===== src/rtl/keymgr_pkg.sv =====
// Shared types and defaults for the key manager slice.
// Optional watchdog is compiled in with KEYMGR_WATCHDOG_EN.
package keymgr_pkg;

    typedef enum logic [2:0] {
        IDLE,
        START,
        WAIT_N,
        WAIT_E,
        WAIT_D
    } state_t;

    localparam int KEYMGR_KEY_W          = 32;
    localparam int KEYMGR_TIMEOUT_CYCLES = 16777216;
    localparam int KEYMGR_CNT_W          = $clog2(KEYMGR_TIMEOUT_CYCLES);

endpackage


===== src/rtl/keymgr_watchdog.sv =====
// Wait-state watchdog: counts cycles since the last accepted strobe.
// Instantiated by key_manager only when KEYMGR_WATCHDOG_EN is defined.
module keymgr_watchdog
    import keymgr_pkg::*;
#(
    parameter int TIMEOUT_CYCLES = KEYMGR_TIMEOUT_CYCLES,
    parameter int CNT_W          = KEYMGR_CNT_W
) (
    input  logic clk,
    input  logic rst,
    input  logic clr,
    input  logic inc,
    output logic expired
);

    logic [CNT_W-1:0] count;

    always_ff @(posedge clk or posedge rst) begin
        if (rst) begin
            count <= '0;
        end else if (clr) begin
            count <= '0;
        end else if (inc) begin
            count <= count + 1'b1;
        end
    end

    assign expired = inc && (count == CNT_W'(TIMEOUT_CYCLES - 1));

endmodule


===== src/rtl/key_manager.sv =====
// Key-generator consumer: captures n/e/d strobes and commits them atomically.
// Define KEYMGR_WATCHDOG_EN to bound each wait state by TIMEOUT_CYCLES.
module key_manager
    import keymgr_pkg::*;
#(
    parameter int KEY_W          = KEYMGR_KEY_W,
    parameter int TIMEOUT_CYCLES = KEYMGR_TIMEOUT_CYCLES
) (
    input  logic             clk,
    input  logic             rst,
    input  logic             gen_req,
    input  logic             clear,
    output logic             kg_start,
    input  logic             kg_busy,
    input  logic [KEY_W-1:0] kg_n_key,
    input  logic [KEY_W-1:0] kg_e_key,
    input  logic [KEY_W-1:0] kg_d_key,
    input  logic             kg_n_valid,
    input  logic             kg_e_valid,
    input  logic             kg_d_valid,
    output logic [KEY_W-1:0] n_key,
    output logic [KEY_W-1:0] e_key,
    output logic [KEY_W-1:0] d_key,
    output logic             keys_valid,
    output logic             gen_busy,
    output logic             new_keys,
    output logic             gen_abort
);

    state_t           state;
    logic [KEY_W-1:0] n_shadow;
    logic [KEY_W-1:0] e_shadow;
    logic             in_wait;
    logic             strobe_hit;
    logic             timeout;

    // Only the strobe belonging to the current wait state counts.
    always_comb begin
        in_wait    = 1'b0;
        strobe_hit = 1'b0;
        case (state)
            WAIT_N:  begin in_wait = 1'b1; strobe_hit = kg_n_valid; end
            WAIT_E:  begin in_wait = 1'b1; strobe_hit = kg_e_valid; end
            WAIT_D:  begin in_wait = 1'b1; strobe_hit = kg_d_valid; end
            default: begin in_wait = 1'b0; strobe_hit = 1'b0;       end
        endcase
    end

`ifdef KEYMGR_WATCHDOG_EN
    logic wd_expired;

    keymgr_watchdog #(
        .TIMEOUT_CYCLES(TIMEOUT_CYCLES),
        .CNT_W         ($clog2(TIMEOUT_CYCLES))
    ) u_watchdog (
        .clk    (clk),
        .rst    (rst),
        .clr    (!in_wait || strobe_hit || clear),
        .inc    (in_wait),
        .expired(wd_expired)
    );

    assign timeout = wd_expired;
`else
    assign timeout = 1'b0;
`endif

    always_ff @(posedge clk or posedge rst) begin
        if (rst) begin
            state      <= IDLE;
            n_shadow   <= '0;
            e_shadow   <= '0;
            n_key      <= '0;
            e_key      <= '0;
            d_key      <= '0;
            keys_valid <= 1'b0;
            kg_start   <= 1'b0;
            gen_busy   <= 1'b0;
            new_keys   <= 1'b0;
            gen_abort  <= 1'b0;
        end else begin
            kg_start  <= 1'b0;
            new_keys  <= 1'b0;
            gen_abort <= 1'b0;
            if (clear) begin
                state      <= IDLE;
                n_shadow   <= '0;
                e_shadow   <= '0;
                n_key      <= '0;
                e_key      <= '0;
                d_key      <= '0;
                keys_valid <= 1'b0;
                gen_busy   <= 1'b0;
                gen_abort  <= (state != IDLE);
            end else if (in_wait && !strobe_hit && (!kg_busy || timeout)) begin
                state     <= IDLE;
                gen_busy  <= 1'b0;
                gen_abort <= 1'b1;
            end else begin
                case (state)
                    IDLE: begin
                        if (gen_req) begin
                            state    <= START;
                            kg_start <= 1'b1;
                            gen_busy <= 1'b1;
                        end
                    end
                    START: state <= WAIT_N;
                    WAIT_N: begin
                        if (kg_n_valid) begin
                            n_shadow <= kg_n_key;
                            state    <= WAIT_E;
                        end
                    end
                    WAIT_E: begin
                        if (kg_e_valid) begin
                            e_shadow <= kg_e_key;
                            state    <= WAIT_D;
                        end
                    end
                    WAIT_D: begin
                        if (kg_d_valid) begin
                            n_key      <= n_shadow;
                            e_key      <= e_shadow;
                            d_key      <= kg_d_key;
                            keys_valid <= 1'b1;
                            new_keys   <= 1'b1;
                            gen_busy   <= 1'b0;
                            state      <= IDLE;
                        end
                    end
                    default: begin
                        state    <= IDLE;
                        gen_busy <= 1'b0;
                    end
                endcase
            end
        end
    end

endmodule


===== config.mk =====
export PLATFORM = sky130hd
export DESIGN_NAME = key_manager
export DESIGN_NICKNAME = d
export VERILOG_FILES = /design/src/rtl/keymgr_pkg.sv /design/src/rtl/keymgr_watchdog.sv /design/src/rtl/key_manager.sv
export SDC_FILE = /design/constraint.sdc
export NUM_CORES = 1
export LEC_CHECK = 0
export ABC_AREA = 1
export BUFFER_PORTS_ARGS = -buffer_cell sky130_fd_sc_hd__buf_2
export CORE_MARGIN = 2
export CORE_UTILIZATION = 41
export CTS_CLUSTER_SIZE = 20
export DETAILED_ROUTE_END_ITERATION = 8
export PLACE_DENSITY = 0.64
export SYNTH_ARGS = -nofsm -noshare
export SYNTH_HDL_FRONTEND = slang
export SYNTH_HIERARCHICAL = 1
export SYNTH_SLANG_ARGS = --single-unit

===== constraint.sdc =====
create_clock -name clk -period 5.3 [get_ports clk]
set_clock_uncertainty 0.05 [all_clocks]
set_input_delay 0 -clock clk [delete_from_list [all_inputs] [get_ports clk]]
set_output_delay 0 -clock clk [all_outputs]
set_load 0.02 [all_outputs]

* Word level (Yosys, flattened, before mapping) *
Cells that the tools add are included.

cells by class
  eq/ne operators = 10
  multiplexer cells = 48
  reductions and logical operators = 19

operator list
  operator            number
  $mux 32             20
  $mux 1              19
  $mux 3              6
  $ne 4x4->1 const B  4
  $pmux 3 s5          1
  $reduce_and 3->1    4
  $reduce_bool 2->1   6
  $eq 3x2->1 const B  2
  $pmux 1 s3          2
  $reduce_or 3->1     2
  $reduce_and 4->1    1
  $eq 3x1->1 const B  1
  $eq 3x3->1 const B  1
  $logic_not 3->1     1
  $ne 3x1->1 const B  1
  $reduce_bool 3->1   1
  $logic_and 1x1->1   2
  $logic_not 1->1     2
  $ne 2x2->1 const B  1

word-level totals
  register bits after elaboration = 168
  input port bits = 104

* Depth between registers and ports, before layout *
  depth in word-level cells = 7
  mapped depth = 9

* Worst setup path before layout *
OpenSTA, ideal clock, no wires.

  path kind = flip-flop to flip-flop
  start point = register state[0]
  end point = register d_key[0]
  arrival time = 1230 ps
  setup slack = 3903 ps
  cell stages (with the launch flop) = 9
  period minus slack after synthesis = 1397 ps
  path through = dfrtp_1 -> nor2_1 -> nand2_1 -> inv_2 -> nand2_2 -> buf_4 -> buf_2 -> nand3_1 -> nand2_1

between the ends
  cells in the longest elaborated chain, start to end = 7
  elaborated cells between the ends (all ways) = 12

ends and longest elaborated chain
  item                                           line                                   source
  start, declared                                key_manager.sv:30                      state_t state;
  start signal, assigned                         key_manager.sv:70                      state <= IDLE;
  start signal, assigned                         key_manager.sv:86                      state <= IDLE;
  start signal, assigned                         key_manager.sv:96                      state <= IDLE;
  $eq 3x3->1 or $eq 3x2->1 (tied branches)       key_manager.sv:41, key_manager.sv:100
  $pmux 1 s3 or $reduce_or 3->1 (tied branches)  n/a
  $logic_not 1->1 or $mux 1 (tied branches)      key_manager.sv:95, key_manager.sv:41
  $logic_and 1x1->1 (2 in a row)                 key_manager.sv:95                      end else if (in_wait && !strobe_hit && (!kg_busy || timeout)) begin
  $ne 2x2->1 (no source line)                    n/a
  $reduce_and 3->1 (no source line) *            n/a
  end signal, assigned                           key_manager.sv:125                     d_key <= kg_d_key;
  end, declared                                  key_manager.sv:23                      output logic [KEY_W-1:0] d_key,

Every way passes the cells marked *; elsewhere a longest branch is shown, timed or not.
A chain may end at the register's enable or synchronous reset.

* Worst setup path after layout *
  start point = register state[2]
  end point = register state[2]

between the ends
  cells in the longest elaborated chain, start to end = 7
  elaborated cells between the ends (all ways) = 19

ends and longest elaborated chain
  item                                                         line
  $eq 3x3->1 or $eq 3x2->1 (tied branches)                     key_manager.sv:41, key_manager.sv:100
  $pmux 1 s3 or $reduce_or 3->1 (tied branches)                n/a
  $logic_not 1->1 or $mux 1 (tied branches)                    key_manager.sv:95, key_manager.sv:41
  $logic_and 1x1->1 (2 in a row)                               key_manager.sv:95
  $ne 4x4->1 (no source line) or $mux 3 (tied branches)        n/a
  $reduce_and 4->1 (no source line) or $mux 3 (tied branches)  n/a

Several ways; a longest one is shown, not always the timed one.

==> results.sh <==
export IMPL_synthDistinctLibCells=24
export IMPL_die_y_um=132
export IMPL_ioPinCount=205
export IMPL_die_area_um2=17500
export IMPL_seq_area_frac_synth_pct=62.1
export IMPL_clock_path_buffers=2
export IMPL_area_growth_pct=40.0
export IMPL_rows=46
export IMPL_finalWirelength_um=18800
export IMPL_worst_r2r_endpoint="state[2]"
export IMPL_ys_ff_latch=168
export IMPL_grt_pass1_wl_um=31100
export IMPL_ff2ff_setup_slack_ns=1.91
export IMPL_insertion_delay_ns=0.42
export IMPL_grt_max_degree=99
export IMPL_syn_area_per_cell_um2=9.32
export IMPL_hold_path_class="in -> reg"
export IMPL_gr_usage_all_layers_pct=21.9
export IMPL_leakage_nw=5.07
export IMPL_drtAntennaViolNets=0
export IMPL_cts_sinks=168
export IMPL_slowest_stage="dlygate4sd3_1"
export IMPL_reg2reg_from="state[2]"
export IMPL_cts_setup_buffers=0
export IMPL_first_iter_violations=362
export IMPL_core_um2=16000
export IMPL_hold_violations=0
export IMPL_worstPathRequired_ns=5.60
export IMPL_cts_hold_buffers=105
export IMPL_peakVddDrop_uv=211
export IMPL_min_to="e_key[19]"
export IMPL_syn_nets=830
export IMPL_rsz0062_at_grt="no"
export IMPL_clk_pin_slew_worst_paths_ns=0.06
export IMPL_met3_length_um=948
export IMPL_final_util_pct=59.2
export IMPL_place_hpwl_um=10600
export IMPL_critical_path_max_fanout=34
export IMPL_wl_per_cell_um=15.2
export IMPL_post_route_min_period_ns=3.39
export IMPL_path_class="reg -> reg"
export IMPL_min_path_cells=4
export IMPL_cp_end_kind="flip-flop"
export IMPL_drt_met1_wl_um=8440
export IMPL_routabilityCongestion=0.786
export IMPL_setup_ws_ns=1.91
export IMPL_power_density_nw_per_um2=320
export IMPL_reg2regPathDepth=12
export IMPL_crit_path_max_incr_delay_ns=0.57
export IMPL_initial_core_util_pct=42.3
export IMPL_timing_final_crit_share_pct=63.9
export IMPL_syn_cell_area_um2=6770
export IMPL_root_buffer="clkbuf_16"
export IMPL_cts_buffers=17
export IMPL_drc=0
export IMPL_drtPass1Iterations=5
export IMPL_routed_top_layer="met5"
export IMPL_worst_pin_slew_ns=0.986
export IMPL_globalRouteOverflowTotal=0
export IMPL_drv_slew=0
export IMPL_fin_nets=1113
export IMPL_yosysWarnings=6
export IMPL_placed_area_um2=7860
export IMPL_post_route_cell_area_um2=9470
export IMPL_crit_chain="inv_1 -> nand2_2 -> nor2_2 -> buf_4 -> nor2_2 -> nand3_2 -> nand2_1 -> nor2_1 -> nand4_1 -> dlygate4sd3_1 -> nand2_1 -> dlygate4sd3_1"
export IMPL_drive_gt1_share_pct=24.8
export IMPL_vias_per_cell=4.97
export IMPL_status="finished clean"
export IMPL_ctsResizeCount=0
export IMPL_grt_pass1_vias=6194
export IMPL_fmax_ghz=0.295
export IMPL_antenna_found_initial=1
export IMPL_htreeDepth=4
export IMPL_io_buffers=204
export IMPL_fillers=1375
export IMPL_worst_ep_arrival_time_ns=3.69
export IMPL_synthCells=726
export IMPL_p_total_w=0.00303
export IMPL_critPathLaunchType="flip-flop"
export IMPL_setup_violations=0
export IMPL_final_setup_tns_ns=0
export IMPL_post_place_ws_ns=2.70
export IMPL_routed_wl_met2_um=8930
export IMPL_antenna_cells=0
export IMPL_die_width_um=132
export IMPL_hold_start="kg_d_valid"
export IMPL_tritoncts="done"
export IMPL_drv_cap=0
export IMPL_slew_headroom_pct=34.3
export IMPL_num_vias=6150
report_power, final:
| part | switching [W] | internal (W) |
|---|---|---|
| Combinational | 0.000273 | 0.000154 |
| Clock | 0.000504 | 0.000694 |
| Sequential | 0.0000389 | 0.00137 |
cells in the final DEF (no fill, tap or decap), types with 3 or more instances in the layout:
master	instances
clkbuf_16	17
buf_2	204
clkinvlp_4	3
nand2_1	141
o21ai_1	33
nor2_2	3
clkbuf_1	4
dlygate4sd3_1	105
inv_2	3
nor3_1	34
nand4_1	3
nor2_1	37
nand3_1	132
o21ai_0	67
dfrtp_1	168
buf_4	8
clkinv_2	3
inv_1	41
final cells by class:
| cell class | instances | area, um^2 | share of cell area [%] |
|---|---|---|---|
| Clock buffer | 21 | 440 | 4.65 |
| Clock inverter | 11 | 124 | 1.31 |
| Inverter | 46 | 180 | 1.90 |
| Multi-Input combinational cell | 459 | 2120 | 22.4 |
| Sequential cell | 168 | 4200 | 44.4 |
| Tap cell | 216 | 270 | 2.85 |
| Timing Repair Buffer | 317 | 2130 | 22.5 |
logic make-up after synthesis:
family          share of synthesized area (%)
compound gates                           7.93
flops                                    62.1
buf+inv                                  6.60
simple gates                             23.3
routing by layer:
layer | vias to the layer above | GRT usage (%)
met5 | - | 0
met4 | 2 | 9.20
met3 | 40 | 4.21
met2 | 235 | 34.7
met1 | 2906 | 29.7
li1 | 2967 | -
stage by stage:
step | hold WS [ns] | instances
after CTS | 0.0930 | 1238
after global routing | 0.125 | 1238
after floorplan | 0.0131 | 726
after global placement | -0.122 | 1101
after detailed placement | -0.120 | 1101
final | 0.101 | 1238
registers in the layout, summed over array words and instances (netlist names):
register and flops:
d_key 32, e_key 32, e_shadow 32, n_key 32, n_shadow 32, state 3
gen_abort 1, gen_busy 1, keys_valid 1, kg_start 1, new_keys 1
worst max-delay path by stage:
stage | startpoint | end | cells past startpoint
floorplan | rst | d_key[0] | 1
global placement | state[0] | e_key[28] | 7
detailed placement | state[0] | e_key[27] | 7
CTS | state[2] | state[2] | 12
global route | state[2] | state[2] | 12
finish | state[2] | state[2] | 12
synthesized netlist by cell type, drive strengths merged:
| master | n | area [um^2] |
|---|---|---|
| inv | 46 | 173 |
| o21ai | 101 | 517 |
| o211ai | 1 | 7.51 |
| a21oi | 1 | 5.00 |
| nor2 | 41 | 169 |
| clkbuf | 22 | 82.6 |
| nand2 | 143 | 542 |
| nand3 | 133 | 671 |
| dfrtp | 168 | 4200 |
| nand4 | 3 | 18.8 |
| nor3 | 34 | 170 |
| nand3b | 1 | 7.51 |
| a21boi | 1 | 7.51 |
| buf | 31 | 191 |
critical path, delay by kind of cell (launching register included):
family,cells,cell delay [ns]
AND/OR/NAND/NOR,8,1.23
buffers and inverters,4,1.56
flip-flops,1,0.45
(Power assumes the default switching activity.)
